--- src/rtl/wb_arb_pkg.sv ---
// Shared types for the writeback-port arbiter: FSM states and the buffered
// long-latency result entry.
package wb_arb_pkg;

  localparam int DEF_DATA_W = 32;
  localparam int DEF_REG_AW = 5;

  typedef enum logic {
    NORMAL = 1'b0,
    STALL  = 1'b1
  } state_t;

  typedef struct packed {
    logic                  valid;
    logic [DEF_REG_AW-1:0] rd;
    logic [DEF_DATA_W-1:0] data;
  } ll_entry_t;

endpackage

--- src/rtl/wb_ll_fifo.sv ---
// Circular buffer of long-latency results with per-entry valid bits,
// squash-by-destination and two destination lookup ports.
module wb_ll_fifo
  import wb_arb_pkg::*;
#(
  parameter int DEPTH = 4
) (
  input  logic                  clk,
  input  logic                  rst,
  input  logic                  push,
  input  ll_entry_t             push_entry,
  input  logic                  pop,
  input  logic                  squash_en,
  input  logic [DEF_REG_AW-1:0] squash_rd,
  input  logic [DEF_REG_AW-1:0] match_rd1,
  input  logic [DEF_REG_AW-1:0] match_rd2,
  output ll_entry_t             head,
  output logic                  full,
  output logic                  empty,
  output logic                  match1,
  output logic                  match2
);

  localparam int AW = $clog2(DEPTH);
  localparam int CW = AW + 1;

  logic [DEPTH-1:0]      vld;
  logic [DEF_REG_AW-1:0] rd_mem   [DEPTH];
  logic [DEF_DATA_W-1:0] data_mem [DEPTH];
  logic [AW-1:0]         wr_ptr;
  logic [AW-1:0]         rd_ptr;
  logic [CW-1:0]         count;
  logic                  push_ok;
  logic                  pop_ok;

  assign full    = (count == CW'(DEPTH));
  assign empty   = (count == '0);
  assign push_ok = push && !full;
  assign pop_ok  = pop && !empty;

  always_comb begin
    head.valid = vld[rd_ptr];
    head.rd    = rd_mem[rd_ptr];
    head.data  = data_mem[rd_ptr];
  end

  // Lookups see registered state only; a same-cycle push is invisible.
  always_comb begin
    match1 = 1'b0;
    match2 = 1'b0;
    for (int i = 0; i < DEPTH; i++) begin
      if (vld[i] && rd_mem[i] == match_rd1) match1 = 1'b1;
      if (vld[i] && rd_mem[i] == match_rd2) match2 = 1'b1;
    end
  end

  always_ff @(posedge clk or posedge rst) begin
    if (rst) begin
      vld    <= '0;
      wr_ptr <= '0;
      rd_ptr <= '0;
      count  <= '0;
    end else begin
      for (int i = 0; i < DEPTH; i++) begin
        if (squash_en && vld[i] && rd_mem[i] == squash_rd) vld[i] <= 1'b0;
      end
      if (pop_ok) begin
        vld[rd_ptr] <= 1'b0;
        rd_ptr      <= rd_ptr + AW'(1);
      end
      // The pushed slot is never live, so it cannot collide with squash or pop.
      if (push_ok) begin
        vld[wr_ptr] <= push_entry.valid;
        wr_ptr      <= wr_ptr + AW'(1);
      end
      count <= count + CW'(push_ok) - CW'(pop_ok);
    end
  end

  always_ff @(posedge clk) begin
    if (push_ok) begin
      rd_mem[wr_ptr]   <= push_entry.rd;
      data_mem[wr_ptr] <= push_entry.data;
    end
  end

endmodule

--- src/rtl/wb_port_arbiter.sv ---
// Register-file write-port arbiter: pipeline writeback has priority, long-latency
// results are buffered and drained, with a forced stall on starvation. Optional
// zero-latency LL bypass when WB_LL_BYPASS_EN is defined.
module wb_port_arbiter
  import wb_arb_pkg::*;
#(
  parameter int DATA_W     = DEF_DATA_W,
  parameter int REG_AW     = DEF_REG_AW,
  parameter int FIFO_DEPTH = 4,
  parameter int STARVE_MAX = 8
) (
  input  logic              clk,
  input  logic              rst,
  input  logic              RegWrite_W,
  input  logic [REG_AW-1:0] rd_W,
  input  logic [DATA_W-1:0] Result_W,
  input  logic              LL_valid,
  input  logic [REG_AW-1:0] LL_rd,
  input  logic [DATA_W-1:0] LL_data,
  output logic              LL_ready,
  output logic              Stall_W,
  input  logic [REG_AW-1:0] rs1_D,
  input  logic [REG_AW-1:0] rs2_D,
  output logic              rs1_pending,
  output logic              rs2_pending,
  output logic              RegWrite_out,
  output logic [REG_AW-1:0] rd_out,
  output logic [DATA_W-1:0] WD3_out
);

  localparam int SW = $clog2(STARVE_MAX + 1);

  state_t            state;
  logic [SW-1:0]     starve_cnt;
  ll_entry_t         head;
  ll_entry_t         push_entry;
  logic              full;
  logic              empty;
  logic              match1;
  logic              match2;
  logic              pipe_act;
  logic              pop;
  logic              push;
  logic              squash;
  logic              bypass;
  logic              we;
  logic [REG_AW-1:0] wa;
  logic [DATA_W-1:0] wd;

  assign pipe_act = RegWrite_W && (rd_W != '0);

  always_comb begin
    we     = 1'b0;
    wa     = '0;
    wd     = '0;
    pop    = 1'b0;
    squash = 1'b0;
    bypass = 1'b0;
    if (state == STALL) begin
      // Pipeline inputs are ignored; a squashed head pops without writing.
      pop = !empty;
      we  = !empty && head.valid;
      wa  = head.rd;
      wd  = head.data;
    end else if (pipe_act) begin
      we     = 1'b1;
      wa     = rd_W;
      wd     = Result_W;
      squash = 1'b1;
    end else if (!empty) begin
      pop = 1'b1;
      we  = head.valid;
      wa  = head.rd;
      wd  = head.data;
`ifdef WB_LL_BYPASS_EN
    end else if (LL_valid && LL_rd != '0) begin
      bypass = 1'b1;
      we     = 1'b1;
      wa     = LL_rd;
      wd     = LL_data;
`endif
    end
  end

  // rd 0 and same-cycle WAW targets are accepted by the handshake but dropped.
  assign push = LL_valid && !full && (LL_rd != '0) && !bypass &&
                !(squash && LL_rd == rd_W);

  always_comb begin
    push_entry.valid = 1'b1;
    push_entry.rd    = LL_rd;
    push_entry.data  = LL_data;
  end

  wb_ll_fifo #(
    .DEPTH(FIFO_DEPTH)
  ) u_fifo (
    .clk        (clk),
    .rst        (rst),
    .push       (push),
    .push_entry (push_entry),
    .pop        (pop),
    .squash_en  (squash),
    .squash_rd  (rd_W),
    .match_rd1  (rs1_D),
    .match_rd2  (rs2_D),
    .head       (head),
    .full       (full),
    .empty      (empty),
    .match1     (match1),
    .match2     (match2)
  );

  always_ff @(posedge clk or posedge rst) begin
    if (rst) begin
      state      <= NORMAL;
      starve_cnt <= '0;
    end else begin
      case (state)
        STALL: begin
          state      <= NORMAL;
          starve_cnt <= '0;
        end
        default: begin
          if (empty || pop) begin
            starve_cnt <= '0;
          end else begin
            if (starve_cnt == SW'(STARVE_MAX - 1)) state <= STALL;
            starve_cnt <= starve_cnt + SW'(1);
          end
        end
      endcase
    end
  end

  assign RegWrite_out = !rst && we;
  assign rd_out       = rst ? '0 : wa;
  assign WD3_out      = rst ? '0 : wd;
  assign Stall_W      = !rst && (state == STALL);
  assign LL_ready     = !rst && !full;
  assign rs1_pending  = !rst && (rs1_D != '0) && match1;
  assign rs2_pending  = !rst && (rs2_D != '0) && match2;

endmodule
--- config.mk ---
export PLATFORM = sky130hd
export DESIGN_NAME = wb_port_arbiter
export DESIGN_NICKNAME = d
export VERILOG_FILES = /design/src/rtl/wb_arb_pkg.sv /design/src/rtl/wb_ll_fifo.sv /design/src/rtl/wb_port_arbiter.sv
export SDC_FILE = /design/constraint.sdc
export NUM_CORES = 1
export LEC_CHECK = 0
export BUFFER_PORTS_ARGS = -buffer_cell sky130_fd_sc_hd__buf_4
export CAP_MARGIN = 20
export CORE_ASPECT_RATIO = 0.5
export CORE_UTILIZATION = 55
export DETAILED_ROUTE_END_ITERATION = 10
export PLACE_DENSITY = 0.78
export SLEW_MARGIN = 20
export SYNTH_ARGS = -nofsm -noshare
export SYNTH_HDL_FRONTEND = slang
export SYNTH_SLANG_ARGS = --single-unit
--- constraint.sdc ---
create_clock -name clk -period 6.4 [get_ports clk]
set_input_delay 1.92 -clock clk [delete_from_list [all_inputs] [get_ports clk]]
set_output_delay 1.92 -clock clk [all_outputs]
set_load 0.02 [all_outputs]
* Yosys cells after proc, flatten, opt, wreduce, memory -nomap -nowiden
Memories as Yosys holds them, arrays and structs flattened. Cells that the tools add are included.
Storage, ports and cells: logic and storage cells 121, input bits 88, RAM bits 148, flip-flop bits (word level) 16, output and inout bits 42, memories 2
Memory list:
- u_fifo.data_mem | words 4, bits a word 32, read ports 1, clocked after Yosys merged registers in 0, wr ports 1, RTL line wb_ll_fifo.sv:29 | logic [DEF_DATA_W-1:0] data_mem [DEPTH];
- u_fifo.rd_mem | words 4, bits a word 5, read ports 5, clocked after Yosys merged registers in 0, wr ports 1, RTL line wb_ll_fifo.sv:28 | logic [DEF_REG_AW-1:0] rd_mem [DEPTH];
Operators by class: order comparisons 4, muxes and demuxes 43, reductions and logical operators 43, bitwise operators 3, add/sub/neg operators 5, equality and inequality tests 15
Operator list (count):
- $mux W32 | 4
- $eq A5 B5 Y1 | 13
- $logic_and A1 B1 Y1 | 33
- $mux W1 | 28
- $mux W5 | 4
- $reduce_bool A5 Y1 | 4
- $mux W4 | 4
- $lt A2 B3 Y1 const B | 2
- $add A2 B1 Y2 const B | 2
- $add A4 B1 Y4 const B | 1
- $and A4 B4 Y4 | 1
- $demux W1 S2 | 2
- $eq A4 B3 Y1 const B | 1
- $ge A2 B1 Y1 const B | 2
- $logic_not A1 Y1 | 4
- $not A4 Y4 | 1
- $or A4 B4 Y4 | 1
- $add A3 B1 Y3 | 1
- $eq A3 B3 Y1 const B | 1
- $logic_not A3 Y1 | 1
- $sub A3 B1 Y3 | 1
- $bmux W1 S2 | 1
- $logic_or A1 B1 Y1 | 1

* Depth between registers and ports, before layout
Gate-level depths: netlist (run 1).
word-level depth 11, mapped depth 11, depth with buffers taken out 9

* Modules after synthesis
A second synthesis (run 1) with hierarchy kept.
Unflattened totals: cell total of the unflattened synthesis 432, area total of the unflattened synthesis 7567.3 sq um
Modules (own cells, without submodules):
- wb_ll_fifo | seq. area each 4719.5 sq um, cells each 337, instances 1, area an instance 6682.7 sq um
- wb_port_arbiter | seq. area each 125.1 sq um, cells each 95, instances 1, area an instance 884.6 sq um

* Worst setup path after synthesis (run 1)
No wires, ideal clock.
path kind input port to output port, from in rd_W[3], to out WD3_out[12], data required time 4.480 ns, path slack 1.316 ns, cell stages on the path 8, arrival 3.164 ns, buffers on the path 3, cell sequence buf_4 > nor3_4 > nand2_1 > nand2b_1 > buf_4 > buf_4 > nand2_1 > a21oi_1
On the way: word-level cells in the longest chain between the ends 5
Ends and longest elaborated chain:
- start: declaration | RTL line wb_port_arbiter.sv:15 | input logic [REG_AW-1:0] rd_W,
- $reduce_bool A5 Y1 | RTL line wb_port_arbiter.sv:50 | assign pipe_act = RegWrite_W && (rd_W != '0);
- $logic_and A1 B1 Y1 | RTL line wb_port_arbiter.sv:50
- $mux W32 | RTL line wb_port_arbiter.sv:65 | end else if (pipe_act) begin
- $mux W32 | RTL line wb_port_arbiter.sv:59 | if (state == STALL) begin
- $mux W32 | RTL line wb_port_arbiter.sv:138 | assign WD3_out = rst ? '0 : wd;
- end: declaration | RTL line wb_port_arbiter.sv:28 | output logic [DATA_W-1:0] WD3_out
Every way passes these cells.

* Worst setup path in the final report (run 1)
from in rd_W[2], to out rd_out[3]
On the way: word-level cells in the longest chain between the ends 5
Ends and longest elaborated chain:
- $reduce_bool A5 Y1 | RTL line wb_port_arbiter.sv:50
- $logic_and A1 B1 Y1 | RTL line wb_port_arbiter.sv:50
- $mux W5 | RTL line wb_port_arbiter.sv:65
- $mux W5 | RTL line wb_port_arbiter.sv:59
- $mux W5 | RTL line wb_port_arbiter.sv:137 | assign rd_out = rst ? '0 : wa;
- end: declaration | RTL line wb_port_arbiter.sv:27 | output logic [REG_AW-1:0] rd_out,
Every way passes these cells.

==> flow_metrics.py, run 1 <==
metrics = {
    "clocking": {
        "cts_tree": "yes",
        "cts.repair.resized": 0,
        "cts_sinks": 164,
        "htreeDepth": 4,
        "cts_buffer_depth": 2,
        "cts_hold_buf": 0,
        "post_cts_buffers": 0,
        "clkLatencyLatePin_ns": 0.42,
        "cts_buffers": 17,
        "root_buffer": "clkbuf_16",
        "clkTransAtPathRegs_ns": 0.07,
    },
    "yosys": {
        "synthesis.area_mm2": 0.00764,
        "ys_warn_count": 0,
        "syn_inst": 514,
        "synth_seq_cells": 164,
        "synthTopCellsByArea": "edfxtp_1 58%, mux4_2 11%, xor2_1 5.5%",
        "synth_top_area_share": 0.582,
        "synth.distinct_cells": 36,
        "synth_largest_area_cell": "edfxtp_1",
        "yosysSeqAreaShare": 0.634,
        "synth_fp_nets": 613,
        "syn_avg_cell_area_um2": 14.9,
    },
    "worst_setup_path": {
        "start_kind": "input port",
        "critical_path_class": "in -> out",
        "critPathLaunch": "rd_W[2]",
        "reg2regPathDepth": 5,
        "worst_r2r_startpoint": "state$_DFF_PP0_",
        "arrival_ns": 3.44,
        "crit_required_ns": 4.48,
        "r2r-end": "u_fifo.data_mem[1][22]$_DFFE_PP_",
        "reg2reg_slack_ns": 3.72,
        "endpoint": "rd_out[3]",
        "cp-end-kind": "output pin",
        "worstPathMaxFanout": 37,
    },
    "finish": {
        "syn_to_final_growth_pct": 21.7,
        "n_fill_cell": 933,
        "post_route_cells_drive_above_1_share": 0.336,
        "final_cell_mix": "148 x edfxtp_1, 133 x buf_4, 84 x nand2_1",
        "diodes": 0,
        "final_nets": 731,
        "stdcell_area_mm2": 0.00930,
        "final_common_cell": "edfxtp_1",
    },
    "place": {
        "numPortBuffers": 129,
        "dpl-instance-area_mm2": 0.00870,
        "globalplace.congestion": 0.966,
        "dpl.hpwl_um": 10900,
    },
    "worst_hold_path": {
        "min_path_type": "reg -> reg",
    },
    "routing": {
        "first_iter_violations": 322,
        "viasPerCell": 5.61,
        "wire_per_inst_um": 20.5,
        "ant_nets": 0,
        "drc": 1,
        "routed_wl_um": 17200,
        "vias": 4692,
        "dr.pass1.iters": 8,
    },
    "sta": {
        "finClkSkew_ns": 0.0184,
        "rsz0062_at_grt": "false",
        "post-route-period-util": 0.838,
        "setup_viol": 0,
        "min_period_ns": 5.36,
        "slew_violations": 0,
        "finalHoldViolCount": 0,
        "fmax_mhz": 186,
        "relSlewSlack": 0.282,
        "tightest_slew_ns": 1.08,
        "tns_ns": 0,
    },
    "global_route": {
        "grt_pass1_vias": 4944,
        "grtUsageTotal": 0.254,
        "overflow": 0,
        "use_met2": 0.428,
        "grtUsageMet3": 0.0471,
        "grt_max_degree": 42,
        "grt_pass1_wl_um": 27000,
        "antenna_found_initial": 0,
        "grt-busiest-layer": "met2",
        "use_met1": 0.335,
    },
    "die": {
        "rows": 30,
        "die_w_um": 169,
        "die_area_mm2": 0.0144,
        "start_util": 0.564,
        "ios": 130,
        "die_y_um": 85.3,
        "core_mm2": 0.0136,
    },
    "pwr": {
        "power_density_mw_per_mm2": 397,
        "p_leak_nw": 3.46,
        "peakVddDrop_mv": 0.228,
    },
    "run": {
        "maxCapViolCount": 0,
    },
    "run_status": {
        "status": "finished, violations left",
        "violations": "DRC",
    },
}
==> state kept, by name, summed over array words and instances (netlist names) <==
register and count:
u_fifo.count 3, u_fifo.vld 4, starve_cnt 4, u_fifo.rd_mem 20
u_fifo.rd_ptr 2, state 1, u_fifo.data_mem 128, u_fifo.wr_ptr 2
==> critical path, stage by stage <==
cell,delay (ns)
buf_4,0.16
nor3_4,0.24
nand2_1,0.10
a211o_1,0.33
nand2_4,0.36
a21oi_1,0.13
buf_4,0.19
==> cells in the mapped netlist <==
cell,n
edfxtp_1,148
nand2_1,84
xor2_1,48
a21oi_1,39
mux4_2,38
xnor2_1,23
dfrtp_1,16
clkbuf_1,14
buf_2,10
ha_1,10
nor4_1,8
inv_1,7
nor3_1,7
buf_4,6
nand3_1,6
buf_6,5
nor2_1,5
a31oi_1,4
a32o_1,4
and2_1,4
nand4_1,4
o21ai_0,4
and3_1,3
or4_1,3
nand2b_1,2
nor2_2,2
a211o_1,1
a21oi_2,1
a21oi_4,1
fa_1,1
mux2_2,1
nand2_4,1
nor2b_1,1
nor3_4,1
o211ai_2,1
or3_1,1
==> logic make-up (layout without fill, tap and decap cells) <==
family | after synthesis | in the layout | synth area share
buffers and inverters | 42 | 173 | 0.0301
DFF | 164 | 164 | 0.634
muxes | 39 | 39 | 0.113
and+or+nand+nor | 132 | 132 | 0.0793
AOI/OAI and AO/OA | 55 | 55 | 0.0427
adders and majority gates | 11 | 11 | 0.0190
xor gates and xnor gates | 71 | 71 | 0.0814
==> power by group <==
part,switching [mW],internal [mW]
logic,0.511,0.515
clock network,0.436,0.588
registers,0.220,1.42
total,1.17,2.52
==> cell type report <==
| type | instances | area, um2 | area share |
|---|---|---|---|
| clock buffer | 18 | 429 | 0.0461 |
| clock inverter | 14 | 168 | 0.0180 |
| inverter | 7 | 26.3 | 0.00283 |
| multi-input combinational | 308 | 2570 | 0.276 |
| sequential | 164 | 4850 | 0.521 |
| tap | 192 | 240 | 0.0258 |
| timing repair buffer | 134 | 1020 | 0.110 |
==> layer usage <==
| metal | share of wire | wire length, um |
|---|---|---|
| met3 | 0.061 | 1050 |
| met1 | 0.42 | 7170 |
| met2 | 0.51 | 8780 |
| met5 | 0 | 0 |
| met4 | 0.011 | 194 |
==> stage by stage <==
stage / hold WS, ns / power, mW / setup WS, ns / instances / util
after detailed placement: 0.440 / 2.68 / 1.04 / 805 / 0.642
after global routing: 0.474 / 3.86 / 0.921 / 837 / 0.686
after global placement: 0.445 / 2.65 / 1.06 / 805 / 0.642
after CTS: 0.467 / 3.72 / 1.03 / 837 / 0.686
after floorplan: 0.428 / 2.33 / 1.32 / 514 / -
final: 0.474 / 3.69 / 1.04 / 837 / 0.686
==> worst min path at each step <==
stage                                  startpoint              end  slack (ns)  depth (start not counted)
after detailed placement  starve_cnt[3]$_DFF_PP0_  state$_DFF_PP0_        0.44                          1
after CTS                 starve_cnt[3]$_DFF_PP0_  state$_DFF_PP0_        0.47                          1
after global placement    starve_cnt[3]$_DFF_PP0_  state$_DFF_PP0_        0.45                          1
after global routing      starve_cnt[3]$_DFF_PP0_  state$_DFF_PP0_        0.47                          1
after floorplan           starve_cnt[3]$_DFF_PP0_  state$_DFF_PP0_        0.43                          1
final                     starve_cnt[3]$_DFF_PP0_  state$_DFF_PP0_        0.47                          1
Power figures use the tool's default switching activity.
==> run 2: changes to the inputs <==
==> constraint.sdc (replaced) <==
create_clock -name clk -period 5.4 [get_ports clk]
set_input_delay 1.62 -clock clk [delete_from_list [all_inputs] [get_ports clk]]
set_output_delay 1.62 -clock clk [all_outputs]
set_load 0.02 [all_outputs]
==> run 2 against run 1 <==
The flow still finishes with violations (DRC). Clock skew fell by 0.0075 ns. Core utilization up 0.31 points. Clock-buffer cell count down 1. Die area unchanged. Power up 17%. Wire length decreased by 4.9%. Flip-flop and latch count is the same. Via count fell by 1.1%.
==> flow_metrics.py, run 2 (synthesized netlist as in run 1, its figures left out) <==
metrics = {
    "clocking": {
        "cts_tree": "yes",
        "cts_buffer_depth": 2,
        "clkLatencyLatePin_ns": 0.42,
        "cts.repair.resized": 0,
        "root_buffer": "clkbuf_16",
        "htreeDepth": 4,
        "cts_hold_buf": 0,
        "cts_sinks": 164,
        "post_cts_buffers": 0,
        "cts_buffers": 17,
        "clkTransAtPathRegs_ns": 0.06,
    },
    "worst_setup_path": {
        "worst_r2r_startpoint": "state$_DFF_PP0_",
        "cp-end-kind": "output pin",
        "crit_required_ns": 3.78,
        "start_kind": "input port",
        "reg2reg_slack_ns": 2.55,
        "crit_slowest_cell": "nand2_4",
        "r2r-end": "u_fifo.count[2]$_DFF_PP0_",
        "critical-path-top-delay-family": "simple AND/OR/NAND/NOR gates",
        "crit_path_frequent_cell": "buf_4",
        "arrival_ns": 3.20,
        "critical_path_class": "in -> out",
        "crit_chain": "buf_4 -> nor3_4 -> nand2_1 -> a211o_1 -> nand2_4 -> a21oi_1 -> buf_4",
        "reg2regPathDepth": 10,
        "cp_num_buf_inv": 2,
        "max_stage_delay_ns": 0.37,
        "worstPathMaxFanout": 37,
    },
    "sta": {
        "tns_ns": 0,
        "min_period_ns": 4.82,
        "post-route-period-util": 0.893,
        "rsz0062_at_grt": "false",
        "tightest_slew_ns": 0.994,
        "setup_viol": 0,
        "fmax_mhz": 207,
        "slew_violations": 0,
        "finClkSkew_ns": 0.0109,
        "timing.final.ws_setup_ns": 0.575,
        "finalHoldViolCount": 0,
        "relSlewSlack": 0.337,
    },
    "place": {
        "dp_worst_setup_slack_ns": 0.630,
        "dpl.hpwl_um": 11100,
        "numPortBuffers": 129,
        "globalplace.congestion": 0.943,
        "dpl-instance-area_mm2": 0.00877,
        "dp_cells": 811,
    },
    "finish": {
        "multi_input_area_mm2": 0.00257,
        "final_common_cell": "edfxtp_1",
        "post_route_cells_drive_above_1_share": 0.343,
        "largest_reg_flops": 128,
        "final_cell_mix": "148 x edfxtp_1, 137 x buf_4, 84 x nand2_1",
        "syn_to_final_growth_pct": 22.3,
        "final_util": 0.689,
        "fin_cells": 843,
        "seqCellArea_mm2": 0.00485,
        "n_fill_cell": 909,
        "top_register": "u_fifo.data_mem",
        "final_nets": 737,
        "diodes": 0,
        "top_regs": "u_fifo.data_mem x128, u_fifo.rd_mem x20",
        "stdcell_area_mm2": 0.00934,
    },
    "die": {
        "start_util": 0.564,
        "die_y_um": 85.3,
        "core_mm2": 0.0136,
        "rows": 30,
        "die_w_um": 169,
        "die_area_mm2": 0.0144,
        "ios": 130,
    },
    "routing": {
        "routed_wl_um": 16400,
        "drc": 1,
        "dr.pass1.iters": 8,
        "vias": 4641,
        "wire_per_inst_um": 19.4,
        "viasPerCell": 5.51,
        "ant_nets": 0,
        "wl_met2_um": 7980,
        "wl_met1_um": 6950,
        "first_iter_violations": 355,
        "top_layer_used": "met4",
        "met3_length_um": 1200,
    },
    "worst_hold_path": {
        "min_path_type": "reg -> reg",
        "hold_path.startpoint": "starve_cnt[3]$_DFF_PP0_",
        "worst_hold_path.endpoint": "state$_DFF_PP0_",
        "min_path_cells": 1,
    },
    "global_route": {
        "antenna_found_initial": 0,
        "overflow": 0,
        "grt_pass1_vias": 4666,
        "grt_pass1_wl_um": 25600,
        "grt_max_degree": 42,
        "grtUsageTotal": 0.242,
    },
    "run": {
        "maxCapViolCount": 0,
    },
    "run_status": {
        "violations": "DRC",
        "status": "finished, violations left",
    },
    "pwr": {
        "power_density_mw_per_mm2": 461,
        "p_leak_nw": 3.50,
        "peakVddDrop_mv": 0.252,
    },
}
==> run 2: area by class of cell <==
class,count,share of cell area
flip-flops and latches,164,0.519
multi-input cells,308,0.275
repair buffers,140,0.117
clock buffers,17,0.0455
well taps,192,0.0257
clock inverters,15,0.0154
inverters,7,0.00281
==> run 2: power by group <==
part,total [mW],leakage [nW],switching (mW),internal [mW]
clock,1.15,0.281,0.505,0.647
combinational,1.27,1.67,0.633,0.635
sequential,1.89,1.55,0.215,1.68
==> run 2: how the worst max path moves through the flow <==
stage	startpoint	slack (ns)	depth (start not counted)	to
2_1_floorplan	rd_W[3]	0.92	8	WD3_out[12]
3_3_place_gp	rd_W[2]	0.65	7	rd_out[1]
4_1_cts	rd_W[2]	0.60	7	rd_out[3]
5_1_grt	rd_W[2]	0.47	7	rd_out[1]
3_5_place_dp	rd_W[2]	0.63	7	rd_out[3]
6_report	rd_W[2]	0.58	7	rd_out[3]
==> run 2: stage by stage <==
step	total power, mW	hold slack (ns)
final	4.31	0.464
after global routing	4.52	0.479
after CTS	4.35	0.466
after detailed placement	3.20	0.442
after global placement	3.17	0.445
after floorplan	2.76	0.428
==> run 2: layer usage <==
| metal | track usage | vias up |
|---|---|---|
| met5 | 0 | - |
| li1 | - | 2161 |
| met4 | 0.0727 | 0 |
| met3 | 0.0583 | 23 |
| met2 | 0.391 | 161 |
| met1 | 0.331 | 2296 |
==> run 3: changes to the inputs <==
--- a/config.mk
+++ b/config.mk
@@ -9,6 +9,7 @@
 export CAP_MARGIN = 20
 export CORE_ASPECT_RATIO = 0.5
 export CORE_UTILIZATION = 55
+export CTS_BUF_LIST = sky130_fd_sc_hd__clkbuf_16
 export DETAILED_ROUTE_END_ITERATION = 10
 export PLACE_DENSITY = 0.78
 export SLEW_MARGIN = 20
==> constraint.sdc (replaced) <==
create_clock -name clk -period 5.09 [get_ports clk]
set_input_delay 1.527 -clock clk [delete_from_list [all_inputs] [get_ports clk]]
set_output_delay 1.527 -clock clk [all_outputs]
set_load 0.02 [all_outputs]
==> run 3 against run 2 <==
The flow still finishes with violations (DRC). Hold slack improved by 0.0064 ns. Worst setup slack got worse by 0.084 ns. Wire length rose by 2.2%. Power rose by 4.8%. Register-to-register slack got worse by 0.02 ns. Sequential share of layout area rose by 0.27 points.
==> flow_metrics.py, run 3 (synthesized netlist as in run 1, its figures left out) <==
metrics = {
    "clocking": {
        "cts_hold_buf": 0,
        "cts_sinks": 164,
        "post_cts_buffers": 0,
        "cts_tree": "yes",
        "clkTransAtPathRegs_ns": 0.06,
        "clkLatencyLatePin_ns": 0.42,
        "root_buffer": "clkbuf_16",
        "cts_buffer_depth": 2,
        "cts.repair.resized": 0,
        "htreeDepth": 4,
        "cts_buffers": 17,
    },
    "worst_hold_path": {
        "min_path_type": "reg -> reg",
    },
    "global_route": {
        "grt_pass1_wl_um": 26200,
        "grt_max_degree": 42,
        "grt_pass1_vias": 4898,
        "grtUsageTotal": 0.250,
        "overflow": 0,
        "antenna_found_initial": 0,
    },
    "worst_setup_path": {
        "worstPathMaxFanout": 37,
        "cp-end-kind": "output pin",
        "arrival_ns": 3.07,
        "start_kind": "input port",
        "crit_required_ns": 3.56,
        "critical_path_class": "in -> out",
    },
    "finish": {
        "n_fill_cell": 912,
        "post_route_cells_drive_above_1_share": 0.337,
        "syn_to_final_growth_pct": 21.6,
        "final_nets": 736,
        "top_register": "u_fifo.data_mem",
        "final_util": 0.686,
        "top_regs": "u_fifo.data_mem x128, u_fifo.rd_mem x20",
        "multi_input_area_mm2": 0.00257,
        "largest_reg_flops": 128,
        "diodes": 0,
        "final_cell_mix": "148 x edfxtp_1, 137 x buf_4, 84 x nand2_1",
        "seqCellArea_mm2": 0.00485,
        "final_common_cell": "edfxtp_1",
    },
    "sta": {
        "rsz0062_at_grt": "false",
        "post-route-period-util": 0.903,
        "finalHoldViolCount": 0,
        "setup_viol": 0,
        "fmax_mhz": 217,
        "tightest_slew_ns": 1.05,
        "relSlewSlack": 0.299,
        "slew_violations": 0,
        "min_period_ns": 4.60,
        "finClkSkew_ns": 0.0106,
        "tns_ns": 0,
    },
    "routing": {
        "ant_nets": 0,
        "vias": 4752,
        "drc": 1,
        "dr.pass1.iters": 8,
        "routed_wl_um": 16700,
        "viasPerCell": 5.65,
        "first_iter_violations": 352,
        "wire_per_inst_um": 19.9,
    },
    "place": {
        "globalplace.congestion": 0.949,
        "dpl.hpwl_um": 10800,
        "numPortBuffers": 129,
    },
    "die": {
        "ios": 130,
        "core_mm2": 0.0136,
        "die_y_um": 85.3,
        "rows": 30,
        "start_util": 0.564,
        "die_area_mm2": 0.0144,
        "die_w_um": 169,
    },
    "pwr": {
        "total_power_mw": 4.52,
        "p_leak_nw": 3.47,
        "power_density_mw_per_mm2": 486,
        "peakVddDrop_mv": 0.296,
    },
    "run_status": {
        "status": "finished, violations left",
        "violations": "DRC",
    },
    "run": {
        "maxCapViolCount": 0,
    },
}
-- run 3: cell types whose count changed in the layout (fill, tap and decap cells not counted), sizes merged --
cell	change
clkinv	+3
buf	-1
inv	-5
clkinvlp	+1
-- run 3: metal layers --
metal	vias to the layer above	GRT usage	share of wire	routed length [um]
met5	-	0	0	0
met4	0	0.0736	0.014	230
met3	23	0.0644	0.054	898
met2	157	0.422	0.51	8490
met1	2417	0.323	0.42	7110
li1	2155	-	-	-
-- run 3: worst paths after layout --
| path | start | end | slack [ns] | cells past startpoint |
|---|---|---|---|---|
| min | starve_cnt[3]$_DFF_PP0_ | state$_DFF_PP0_ | 0.47 | 1 |
| max in group asynchronous | rst | u_fifo.rd_ptr[0]$_DFFE_PP0P_ | 3.62 | 3 |
| min in group asynchronous | rst | starve_cnt[0]$_DFF_PP0_ | 1.23 | 3 |
| max reg2reg | state$_DFF_PP0_ | u_fifo.count[2]$_DFF_PP0_ | 2.53 | 10 |
| min reg2reg | starve_cnt[3]$_DFF_PP0_ | state$_DFF_PP0_ | 0.47 | 1 |
| max | rd_W[2] | WD3_out[26] | 0.49 | 7 |
-- run 3: area by class of cell --
type                    count  area share
multi-input cells         308       0.277
well taps                 192      0.0258
clock inverters            14      0.0124
repair buffers            139       0.115
inverters                   7     0.00283
flip-flops and latches    164       0.522
clock buffers              17      0.0458
-- run 3: per-stage QoR --
stage	setup slack [ns]	hold slack (ns)	cell area (um2)	std cells
6_report	0.491	0.470	9290	841
5_1_grt	0.394	0.486	9290	841
4_1_cts	0.490	0.472	9290	841
3_5_place_dp	0.515	0.464	8750	810
3_3_place_gp	0.564	0.449	8750	810
2_1_floorplan	0.792	0.428	7640	514
-- run 3: report_power, final --
group / total (mW) / internal [mW] / switching (mW)
registers: 1.99 / 1.78 / 0.212
clock network: 1.18 / 0.666 / 0.512
logic: 1.35 / 0.660 / 0.689
total: 4.52 / 3.11 / 1.41
-- run 3: worst max-delay path, cell delays in order --
cell and delay, ns:
buf_4 0.16, nor3_4 0.25, nand2_1 0.11, a211o_1 0.33, nand2_4 0.36, a21oi_1 0.12
buf_4 0.19
